File: config.mk
export PLATFORM = sky130hd
export DESIGN_NAME = video_src_sched
export DESIGN_NICKNAME = d
export VERILOG_FILES = /design/src/rtl/video_src_sched.sv
export SDC_FILE = /design/constraint.sdc
export NUM_CORES = 1
export LEC_CHECK = 0
export CAP_MARGIN = 40
export CORE_MARGIN = 3
export CORE_UTILIZATION = 42
export CTS_BUF_LIST = sky130_fd_sc_hd__clkbuf_4
export DETAILED_ROUTE_END_ITERATION = 8
export PLACE_DENSITY = 0.89
export SLEW_MARGIN = 30
export SYNTH_ARGS = -nofsm -noshare
export SYNTH_HDL_FRONTEND = slang
export SYNTH_SLANG_ARGS = --single-unit
File: constraint.sdc
create_clock -name clk -period 3.49 [get_ports clk]
set_clock_uncertainty 0.1 [all_clocks]
set_input_delay 0.698 -clock clk [delete_from_list [all_inputs] [get_ports clk]]
set_output_delay 0.698 -clock clk [all_outputs]
set_load 0.01 [all_outputs]
File: src/rtl/video_src_sched.sv
// Frame-aligned AXI4-Stream video source scheduler: forwards s0 or s1 and switches only at frame boundaries.
// Define VIDEO_SRC_SCHED_FILL_EN to add the solid-colour internal generator on req_src=2.
module video_src_sched #(
    parameter int H_ACTIVE = 1280,
    parameter int V_ACTIVE = 720
) (
    input  logic        clk,
    input  logic        rstn,
    input  logic [1:0]  req_src,
    input  logic [23:0] fill_rgb,
    input  logic [23:0] s0_axis_video_tdata,
    input  logic        s0_axis_video_tvalid,
    input  logic        s0_axis_video_tlast,
    input  logic        s0_axis_video_tuser,
    output logic        s0_axis_video_tready,
    input  logic [23:0] s1_axis_video_tdata,
    input  logic        s1_axis_video_tvalid,
    input  logic        s1_axis_video_tlast,
    input  logic        s1_axis_video_tuser,
    output logic        s1_axis_video_tready,
    output logic [23:0] m_axis_video_tdata,
    output logic        m_axis_video_tvalid,
    output logic        m_axis_video_tlast,
    output logic        m_axis_video_tuser,
    input  logic        m_axis_video_tready,
    output logic [1:0]  active_src,
    output logic [15:0] frame_cnt,
    output logic        sof_err
);

    localparam logic [10:0] H_LAST = 11'(H_ACTIVE - 1);
    localparam logic [9:0]  V_LAST = 10'(V_ACTIVE - 1);

    typedef enum logic {SYNC, RUN} state_t;

    state_t      state_q, state_d;
    logic [1:0]  active_src_q, active_src_d;
    logic [10:0] pix_q, pix_d;
    logic [9:0]  line_q, line_d;
    logic [15:0] frame_cnt_q, frame_cnt_d;
    logic        sof_err_q, sof_err_d;

    logic [23:0] sel_data;
    logic        sel_valid, sel_last, sel_user;
    logic        act_ready, acc, restart, req_legal;
    logic [10:0] pix_b;
    logic [9:0]  line_b;

`ifdef VIDEO_SRC_SCHED_FILL_EN
    logic [23:0] fill_q, fill_d;
`else
    logic unused_fill;
    assign unused_fill = ^fill_rgb;
`endif

    always_comb begin
        sel_data  = '0;
        sel_valid = 1'b0;
        sel_last  = 1'b0;
        sel_user  = 1'b0;
        case (active_src_q)
            2'd0: begin
                sel_data  = s0_axis_video_tdata;
                sel_valid = s0_axis_video_tvalid;
                sel_last  = s0_axis_video_tlast;
                sel_user  = s0_axis_video_tuser;
            end
            2'd1: begin
                sel_data  = s1_axis_video_tdata;
                sel_valid = s1_axis_video_tvalid;
                sel_last  = s1_axis_video_tlast;
                sel_user  = s1_axis_video_tuser;
            end
`ifdef VIDEO_SRC_SCHED_FILL_EN
            2'd2: begin
                sel_data  = fill_q;
                sel_valid = 1'b1;
                sel_last  = (pix_q == H_LAST);
                sel_user  = (pix_q == '0) && (line_q == '0);
            end
`endif
            default: ;
        endcase
    end

    assign m_axis_video_tdata  = sel_data;
    assign m_axis_video_tvalid = (state_q == RUN) && sel_valid;
    assign m_axis_video_tlast  = sel_last;
    assign m_axis_video_tuser  = sel_user;

    // While hunting for SOF the active source is drained, but the SOF beat itself is held back for RUN.
    assign act_ready = (state_q == RUN) ? m_axis_video_tready : !(sel_valid && sel_user);
    assign s0_axis_video_tready = !rstn || (active_src_q != 2'd0) || act_ready;
    assign s1_axis_video_tready = !rstn || (active_src_q != 2'd1) || act_ready;

    assign acc     = m_axis_video_tvalid && m_axis_video_tready;
    assign restart = sel_user && ((pix_q != '0) || (line_q != '0));
    assign pix_b   = restart ? '0 : pix_q;
    assign line_b  = restart ? '0 : line_q;

`ifdef VIDEO_SRC_SCHED_FILL_EN
    assign req_legal = (req_src != 2'd3);
`else
    assign req_legal = !req_src[1];
`endif

    always_comb begin
        state_d      = state_q;
        active_src_d = active_src_q;
        pix_d        = pix_q;
        line_d       = line_q;
        frame_cnt_d  = frame_cnt_q;
        sof_err_d    = sof_err_q;
`ifdef VIDEO_SRC_SCHED_FILL_EN
        fill_d       = fill_q;
`endif
        if (state_q == SYNC) begin
            if (sel_valid && sel_user) begin
                state_d = RUN;
            end
        end else if (acc) begin
            if (restart) begin
                sof_err_d = 1'b1;
            end
            if (sel_last) begin
                pix_d = '0;
                if (line_b == V_LAST) begin
                    line_d      = '0;
                    frame_cnt_d = frame_cnt_q + 16'd1;
`ifdef VIDEO_SRC_SCHED_FILL_EN
                    fill_d      = fill_rgb;
`endif
                    if (req_legal && (req_src != active_src_q)) begin
                        active_src_d = req_src;
`ifdef VIDEO_SRC_SCHED_FILL_EN
                        state_d = (req_src == 2'd2) ? RUN : SYNC;
`else
                        state_d = SYNC;
`endif
                    end
                end else begin
                    line_d = line_b + 10'd1;
                end
            end else begin
                pix_d  = pix_b + 11'd1;
                line_d = line_b;
            end
        end
    end

    always_ff @(posedge clk or negedge rstn) begin
        if (!rstn) begin
            state_q      <= SYNC;
            active_src_q <= '0;
            pix_q        <= '0;
            line_q       <= '0;
            frame_cnt_q  <= '0;
            sof_err_q    <= 1'b0;
`ifdef VIDEO_SRC_SCHED_FILL_EN
            fill_q       <= '0;
`endif
        end else begin
            state_q      <= state_d;
            active_src_q <= active_src_d;
            pix_q        <= pix_d;
            line_q       <= line_d;
            frame_cnt_q  <= frame_cnt_d;
            sof_err_q    <= sof_err_d;
`ifdef VIDEO_SRC_SCHED_FILL_EN
            fill_q       <= fill_d;
`endif
        end
    end

    assign active_src = active_src_q;
    assign frame_cnt  = frame_cnt_q;
    assign sof_err    = sof_err_q;

endmodule

* Yosys cells after proc, flatten, opt, wreduce, memory -nomap -nowiden
Index checks and enable logic that the tools add are counted.
** Operators by class
- $add $sub $neg :: 3
- Multiply operators :: 0
- Div/mod/pow operators :: 0
- Order comparisons :: 0
- Equal/unequal tests :: 4
- Shifts and indexed selects :: 0
- Muxes and demuxes :: 16
- Bitwise logic cells :: 0
- Reduce and logical (&&, ||, !) cells :: 21
** Operator list (count)
- 24-bit one-hot mux with 2 select lines :: 1
- 10-bit 2-to-1 mux :: 3
- 11-bit 2-to-1 mux :: 2
- 16-bit by 1-bit adder with 16-bit output, second input constant :: 1
- 11-bit by 1-bit adder with 11-bit output, second input constant :: 1
- 11-bit nonzero test :: 1
- 10-bit by 1-bit adder with 10-bit output, second input constant :: 1
- 10-bit equality test, second input constant :: 1
- 10-bit nonzero test :: 1
- 1-bit 2-to-1 mux :: 7
- 1-bit one-hot mux with 2 select lines :: 3
- 1-bit logical AND :: 5
- 1-bit logical OR :: 5
- 5-bit AND reduction :: 1
- 4-bit AND reduction :: 1
- 1-bit logical NOT :: 3
- 3-bit AND reduction :: 1
- 2-bit by 1-bit equality test with 1-bit output, second input constant :: 1
- 2-bit logical NOT :: 1
- 2-bit by 1-bit inequality test with 1-bit output, second input constant :: 1
- 2-bit inequality test :: 1
- 2-bit AND reduction :: 1
- 2-bit nonzero test :: 1
** Word-level totals
- Register bits after elaboration :: 41
- Latch bits :: 0
- Bits in writable memories :: 0
- Memory bits (read-only) :: 0
- Input bits :: 83
- Output and inout port bits :: 48
- Word-level logic and storage cells :: 50
- Memories :: 0

* Longest topological paths before layout
- Depth in word-level cells :: 9
- Gate-level depth with buffers :: 12
- Gate-level depth less buffers :: 9

* Worst setup path before layout
Ideal clock, no wire load.
- Path type :: in2reg
- Start :: input s1_axis_video_tuser
- End :: register active_src_q[0], in the netlist active_src[0]
- Library setup time :: 125 ps
- Arrival :: 2560 ps
- Required time :: 3265 ps
- Slack :: 705 ps
- Cell stages on the path :: 11
- Buffers on the path :: 2
- Path through :: mux2i_1 or2_2 clkbuf_1 and2_1 ha_1 nand3_1 nor4_4 and3_1 buf_2 and2b_1 mux2_2
** Between the ends
- Longest elaborated chain between the ends :: 5
** Ends and longest elaborated chain
- start: declaration :: RTL line 19 : input logic s1_axis_video_tuser,
- 1-bit one-hot mux with 2 select lines :: RTL line 61 : case (active_src_q)
- 1-bit logical AND :: RTL line 97 : assign restart = sel_user && ((pix_q != '0) || (line_q != '0));
- 10-bit 2-to-1 mux :: RTL line 99 : assign line_b = restart ? '0 : line_q;
- 10-bit equality test :: RTL line 127 : if (line_b == V_LAST) begin
- 5-bit AND reduction (no source line)
- end signal: assignment :: RTL line 164 : active_src_q <= active_src_d;
- end: declaration :: RTL line 37 : logic [1:0] active_src_q, active_src_d;
No other way between the ends.
A chain may end at the register's enable or synchronous reset.

* Final worst setup path
- Start :: input s1_axis_video_tvalid
- End :: output s1_axis_video_tready
** Between the ends
- Longest elaborated chain between the ends :: 5
** Ends and longest elaborated chain
- start: declaration :: RTL line 17 : input logic s1_axis_video_tvalid,
- 1-bit one-hot mux with 2 select lines :: RTL line 61
- 1-bit logical AND :: RTL line 92 : assign act_ready = (state_q == RUN) ? m_axis_video_tready : !(sel_valid && sel_user);
- 1-bit logical NOT :: RTL line 92
- 1-bit 2-to-1 mux :: RTL line 92
- 1-bit logical OR :: RTL line 94 : assign s1_axis_video_tready = !rstn || (active_src_q != 2'd1) || act_ready;
- end: declaration :: RTL line 20 : output logic s1_axis_video_tready,
No other way between the ends.

==> impl_metrics.sql <==
INSERT INTO impl_metrics (metric_group, metric, value, unit) VALUES
('synthesis', 'netlist_area', '2750', 'sq um'),
('clocking', 'cts.sinks', '41', ''),
('sta', 'fin_tns_setup', '0', 'ns'),
('clocking', 'cts_resized', '0', ''),
('synthesis', 'yosys_register_bits', '41', ''),
('synthesis', 'syn_area_cell', '9.12', 'sq um'),
('clocking', 'clockBufferDepth', '2', ''),
('sta', 'fmaxAchievable', '0.309', 'GHz'),
('routing', 'drt-total-wl', '7440', 'um'),
('finish', 'drive_gt1_frac', '0.115', ''),
('routing', 'vias', '2716', ''),
('clocking', 'post_cts_hold_buffer_count', '0', ''),
('flow_run', 'cap_violations', '0', ''),
('sta', 'rsz0062_at_grt', 'no', ''),
('setup_path', 'path_common_cell', 'clkdlybuf4s50_1', ''),
('finish', 'layout.nets', '495', ''),
('pwr', 'ir_worst_vdd', '184', 'uV'),
('synthesis', 'synth.lib_cells_used.distinct', '55', ''),
('die', 'fp-row-count', '28', ''),
('setup_path', 'timing.critical_path.fanout_max', '2', ''),
('pwr', 'finalPower', '1150', 'uW'),
('finish', 'multiInputGateArea', '1590', 'sq um'),
('die', 'initial_utilization', '0.448', ''),
('global_routing', 'pin_count_of_the_biggest_net_entering_global_routing', '42', ''),
('setup_path', 'worstSetupStartpointType', 'primary input', ''),
('die', 'design.portCount', '131', ''),
('routing', 'routed_wire_length_per_instance', '15.3', 'um'),
('global_routing', 'globalRouteOverflowTotal', '0', ''),
('synthesis', 'syn-instance-count', '301', ''),
('finish', 'flow.area_growth_from_synthesis', '45.0', '%'),
('sta', 'max_slew_margin', '0.608', ''),
('sta', 'timing_worst_slew_pin_value', '0.586', 'ns'),
('synthesis', 'sequential_area_share_after_synthesis', '0.374', ''),
('pwr', 'powerDensity', '290', 'nW/um^2'),
('setup_path', 'critical_path.max_stage_delay', '0.51', 'ns'),
('clocking', 'tritoncts', 'yes', ''),
('synthesis', 'asyncSetResetFlopFracSynth', '1.00', ''),
('sta', 'hold_viol', '0', ''),
('synthesis', 'ys.flop_type', 'dfrtp_1', ''),
('global_routing', 'wire_length_of_the_first_global_routing_pass', '12600', 'um'),
('setup_path', 'end_kind', 'primary output', ''),
('routing', 'ant_nets', '0', ''),
('clocking', 'postCtsSetupBuffers', '0', ''),
('hold_path', 'class_of_the_most_critical_hold_timing_path', 'in -> async', ''),
('die', 'die_footprint', '7550', 'sq um'),
('clocking', 'worst_skew_pair.late_latency', '0.37', 'ns'),
('die', 'core_box_area', '6130', 'sq um'),
('setup_path', 'crit_buf_inv', '2', ''),
('setup_path', 'critPathRequiredTime', '2.69', 'ns'),
('setup_path', 'critical_path.cell_chain', 'clkdlybuf4s50_1, nand3_1, a21oi_1, mux2i_1, nor3b_1, nand2_1, clkdlybuf4s50_1', ''),
('sta', 'final_period_minus_worst_setup_slack', '3.24', 'ns'),
('setup_path', 'critical_path.top_delay_family', 'buffers and inverters', ''),
('synthesis', 'synth_edf_count', '0', ''),
('finish', 'antenna_diode_count', '0', ''),
('setup_path', 'critPathSlowestCell', 'clkdlybuf4s50_1', ''),
('die', 'die-height', '86.9', 'um'),
('run_status', 'status', 'complete, no violations', ''),
('synthesis', 'synth_top_cell_by_area', 'dfrtp_1', ''),
('global_routing', 'antenna_found_initial', '0', ''),
('finish', 'sequential_cell_area', '1030', 'sq um'),
('sta', 'setup_viol_count_final', '0', ''),
('routing', 'drc', '0', ''),
('routing', 'drtIter0Drc', '222', ''),
('routing', 'drt_pre_antenna_iters', '5', ''),
('clocking', 'clock_pin_slew_on_the_worst_setup_and_hold_paths', '0.14', 'ns'),
('place', 'hpwl', '5650', 'um'),
('die', 'floorplan.die.width', '86.9', 'um'),
('global_routing', 'gr_util_all_layers', '0.207', ''),
('setup_path', 'critPathKind', 'in -> out', ''),
('pwr', 'power.static_leakage', '0.00168', 'uW'),
('sta', 'maxSlewViolCount', '0', ''),
('global_routing', 'grt_pass1_vias', '2834', ''),
('place', 'io_buffers', '106', ''),
('finish', 'final_core_util', '0.649', ''),
('sta', 'period_share', '0.928', ''),
('synthesis', 'synth.net_count', '387', ''),
('routing', 'viasPerCell', '5.60', ''),
('synthesis', 'synth_top_cell_area_share', '0.374', ''),
('clocking', 'cts.root.buffer_cell', 'clkbuf_4', ''),
('finish', 'fillerInstances', '465', ''),
('synthesis', 'synth_top_area_cells', 'dfrtp_1, mux2i_1, nor2_1', ''),
('clocking', 'cts_inserted_buffers', '5', ''),
('clocking', 'htreeDepth', '2', ''),
('place', 'routabilityCongestion', '0.874', ''),
('setup_path', 'cp.arrival', '2.44', 'ns'),
('synthesis', 'ys.warnings.count', '0', '');
registers in the layout (all words and copies together) (netlist names):
signal,cells
frame_cnt,16
pix_q,11
line_q,10
active_src,2
sof_err,1
state_q,1
path summary, 6_finish.rpt:
check / cells past startpoint / slack [ns] / start / to
min in group clk: 1 / 0.38 / frame_cnt[15] / frame_cnt[15]
min: 2 / 0.34 / rstn / frame_cnt[13]
min reg2reg: 1 / 0.38 / frame_cnt[15] / frame_cnt[15]
max reg2reg: 10 / 0.60 / active_src[0] / frame_cnt[10]
max: 7 / 0.25 / s1_axis_video_tvalid / s1_axis_video_tready
max in group asynchronous: 2 / 2.58 / rstn / frame_cnt[14]
where the power goes:
group          internal (uW)  total (uW)  switching [uW]
clock network            152         327             175
logic                    157         289             132
registers                500         538            37.8
stage by stage:
step	hold WS, ns	cells	area, sq um	setup WS, ns
2_1_floorplan	0.302	301	2750	0.705
3_3_place_gp	0.357	476	3890	0.168
3_5_place_dp	0.366	477	3900	0.0997
4_1_cts	0.362	485	3980	0.206
5_1_grt	0.375	485	3980	0.0950
6_report	0.342	485	3980	0.250
cell usage after synthesis, drive strengths merged (2+ instances only):
cell type   n
a21o        2
a21oi       7
a22o        6
a31o        7
a31oi       4
and2        6
and3        4
and4        2
buf        11
clkbuf      7
dfrtp      41
ha          3
inv        10
mux2        2
mux2i      30
nand2      31
nand2b      2
nand3       9
nand4      10
nor2       35
nor3       11
nor3b       6
nor4        8
o21ai       8
o22ai       2
or2         3
or3         2
or4         2
xnor2       6
xor2       11
metal layers:
| layer | up-vias | global-route usage | part of all wire |
|---|---|---|---|
| met5 | - | 0 | 0 |
| met3 | 16 | 0.0558 | 0.080 |
| met2 | 128 | 0.392 | 0.53 |
| met4 | 0 | 0.0623 | 0.019 |
| met1 | 1281 | 0.221 | 0.37 |
| li1 | 1291 | - | - |
final cells by class:
type,instances,area share
well taps,75,0.0236
flip-flops and latches,41,0.258
inverters,10,0.00943
repair buffers,119,0.290
multi-input cells,232,0.398
clock inverters,3,0.0116
clock buffers,5,0.00943
layout by cell type, fill, tap and decap left out, types with 4 or more instances in the layout:
cell	count
a22o_1	6
clkbuf_4	5
nand2_1	31
o21ai_0	5
clkdlybuf4s50_1	105
nand3_1	9
nor4_1	6
and2_1	6
xnor2_1	6
buf_4	13
inv_1	10
a31o_2	7
mux2i_1	30
nor3b_2	4
nor3_1	10
dfrtp_1	41
nor2_1	35
a21oi_1	7
xor2_1	11
nand4_1	9
a31oi_1	4
logic make-up (layout without fill, tap and decap cells):
| group | after synthesis | count (layout) | share of synthesized area |
|---|---|---|---|
| buffers and inverters | 28 | 137 | 0.0487 |
| DFF | 41 | 41 | 0.374 |
| and+or+nand+nor | 136 | 136 | 0.273 |
| muxes | 32 | 32 | 0.118 |
| AOI/OAI and AO/OA | 44 | 44 | 0.119 |
| xor gates and xnor gates | 17 | 17 | 0.0542 |
| adders and majority gates | 3 | 3 | 0.0137 |
worst register-to-register path: stages (launching register included):
cell     delay, ns
dfrtp_1       0.49
mux2i_1       0.26
or2_2         0.21
and2_1        0.16
ha_1          0.19
nand3_1       0.23
nor4_4        0.26
nand4_2       0.30
buf_4         0.26
nor3b_2       0.19
xor2_1        0.19
Power figures use the tool's default switching activity.
==> variant: new RTL, same settings <==
`pix_q` no longer has a reset.
--- a/src/rtl/video_src_sched.sv
+++ b/src/rtl/video_src_sched.sv
@@ -152,7 +152,6 @@
         if (!rstn) begin
             state_q      <= SYNC;
             active_src_q <= '0;
-            pix_q        <= '0;
             line_q       <= '0;
             frame_cnt_q  <= '0;
             sof_err_q    <= 1'b0;
@@ -162,7 +161,6 @@
         end else begin
             state_q      <= state_d;
             active_src_q <= active_src_d;
-            pix_q        <= pix_d;
             line_q       <= line_d;
             frame_cnt_q  <= frame_cnt_d;
             sof_err_q    <= sof_err_d;
@@ -172,6 +170,10 @@
         end
     end
 
+    always_ff @(posedge clk) begin
+        pix_q <= pix_d;
+    end
+
     assign active_src = active_src_q;
     assign frame_cnt  = frame_cnt_q;
     assign sof_err    = sof_err_q;
Behaviour: differs if rstn is asserted again (counterexample within 10 cycles, from zero or initial values and one cycle with rstn low); with rstn held inactive, the same outputs for 10 cycles.
==> variant against the unedited design <==
- sequential cell count is the same
- global-route usage grew 1.6 points
- utilization grew 0.57 points
- area after synthesis grew 0.68%
- wire length grew 11%
- final area grew 0.88%
- count of clock-buffer cells in the layout grew 1
- die area grew 0.63%
- clock power shrank 29%
- worst setup slack lost 0.12 ns
- power shrank 17%
==> variant: results (changes against the unedited design) <==
stage	metric	value	unit	change
logic_synthesis	synth top area cells	dfrtp_1, edfxtp_1, mux2i_1		
logic_synthesis	Yosys warnings	0		unchanged
clock_network	postcts setup bufs	0		unchanged
global_route	first-pass GRT wire length	13.2	mm	+4.6%
logic_synthesis	Synth cell types	48		-13%
worst_setup_path	R2R Setup Slk	0.22	ns	-0.38 ns
timing	Tmin final	3.36	ns	+0.116 ns
clock_network	root buffer cell	clkbuf_4		
routing	Starting DRT DRC Count	172		-23%
routing	Vias	2728		+0.44%
worst_setup_path	CP peak stage delay	0.70	ns	+0.19 ns
clock_network	CTS Buffer Depth	2		unchanged
place	GPL Wtd Cong	0.907		+3.8%
power	Leak Pwr	1.60	nW	-4.7%
clock_network	Reg clk slew, reported paths	0.12	ns	-0.02 ns
power	Worst IR Drop VDD	0.153	mV	-17%
routing	DR WL met2	4.28	mm	+9.1%
logic_synthesis	Async SR Flop Fraction	73.2	%	-27 points
power	switching share of power	26.1	%	-3.8 points
final_layout	layout cells sized above 1	9.58	%	-1.9 points
logic_synthesis	Seq/Total Area, Yosys	39.1	%	+1.7 points
worst_setup_path	Worst path slowest cell	dfrtp_1		
clock_network	H-tree depth	2		unchanged
logic_synthesis	Post-synth EDFFs	11		+11
routing	met1 WL	3.15	mm	+13%
worst_hold_path	HP Class	reg2reg		
timing	Rel. slew slack	58.7	%	-2.1 points
worst_setup_path	Crit Path Max Fanout	13		+11
global_route	GRT Total Usage	22.3	%	+1.6 points
timing	final setup fails	0		unchanged
clock_network	CTS Buf Count	5		unchanged
place	PortBufs	106		unchanged
timing	worst hold slack	0.374	ns	+0.0322 ns
routing	WL/cell	17.1	um	+12%
place	dpl hpwl	6.48	mm	+15%
routing	top routing layer used	met4		
final_layout	Layout Nets	493		-0.40%
run_status	status	finished, final reports clean		
routing	routed wl met3	697	um	+18%
global_route	largest net degree at the start of global routing	31		-26%
global_route	initial antenna violation count	1		+1
worst_setup_path	WP data arrival	2.56	ns	+0.12 ns
routing	TritonRoute pass-1 iters	5		unchanged
logic_synthesis	synthesized net count	382		-1.3%
place	Place WS	0.121	ns	+0.0209 ns
clock_network	Clock Latency Late Sink	0.36	ns	
logic_synthesis	Synth top cells by count	nor2_1, dfrtp_1, mux2i_1		
-- variant: power by group through the flow --
stage	combinational, mW	sequential, mW	clock (mW)
floorplan	0.0742	0.525	0
global placement	0.199	0.529	0
detailed placement	0.203	0.529	0
CTS	0.204	0.520	0.236
global route	0.220	0.523	0.256
finish	0.202	0.520	0.231
-- variant: path summary, 6_finish.rpt --
path	from	endpoint	depth (start not counted)
setup / recovery	active_src[0]$_DFFE_PN0P_	m_axis_video_tlast	5
hold / removal	sof_err$_DFFE_PN0P_	sof_err$_DFFE_PN0P_	1
setup reg to reg	line_q[4]$_DFFE_PN0P_	frame_cnt[9]$_DFFE_PN0P_	10
hold reg to reg	sof_err$_DFFE_PN0P_	sof_err$_DFFE_PN0P_	1
max in group asynchronous	rstn	line_q[0]$_DFFE_PN0P_	2
min in group asynchronous	rstn	frame_cnt[1]$_DFFE_PN0P_	2
-- variant: cells by family after synthesis --
logic type,count (synthesis),share of synthesized area [%]
DFF,41,39.1
muxes,32,11.7
buffers and inverters,24,3.94
and+or+nand+nor,145,29.4
adders and majority gates,3,1.36
xor gates and xnor gates,24,7.60
AOI/OAI and AO/OA,27,6.92
-- variant: area by class of cell --
cell class / instances / area, sq um
Antenna cell: 1 / 2.50
Clock buffer: 6 / 45.0
Clock inverter: 1 / 3.75
Fill cell: 471 / 2110
Inverter: 6 / 22.5
Multi-Input combinational cell: 231 / 1590
Sequential cell: 41 / 1080
Tap cell: 75 / 93.8
Timing Repair Buffer: 122 / 1180
-- variant: metrics by stage --
step	total power, mW	std cells	area [sq um]	util (%)
2_1_floorplan	0.600	296	2780	-
3_3_place_gp	0.728	475	3970	64.7
3_5_place_dp	0.732	475	3970	64.7
4_1_cts	0.959	482	4010	65.5
5_1_grt	0.998	483	4020	65.5
6_report	0.954	483	4020	65.5
-- variant: routing by layer --
layer / vias up / GRT usage, %
met1: 1284 / 25.9
met2: 128 / 39.5
met5: - / 0
met3: 16 / 6.34
li1: 1300 / -
met4: 0 / 7.11
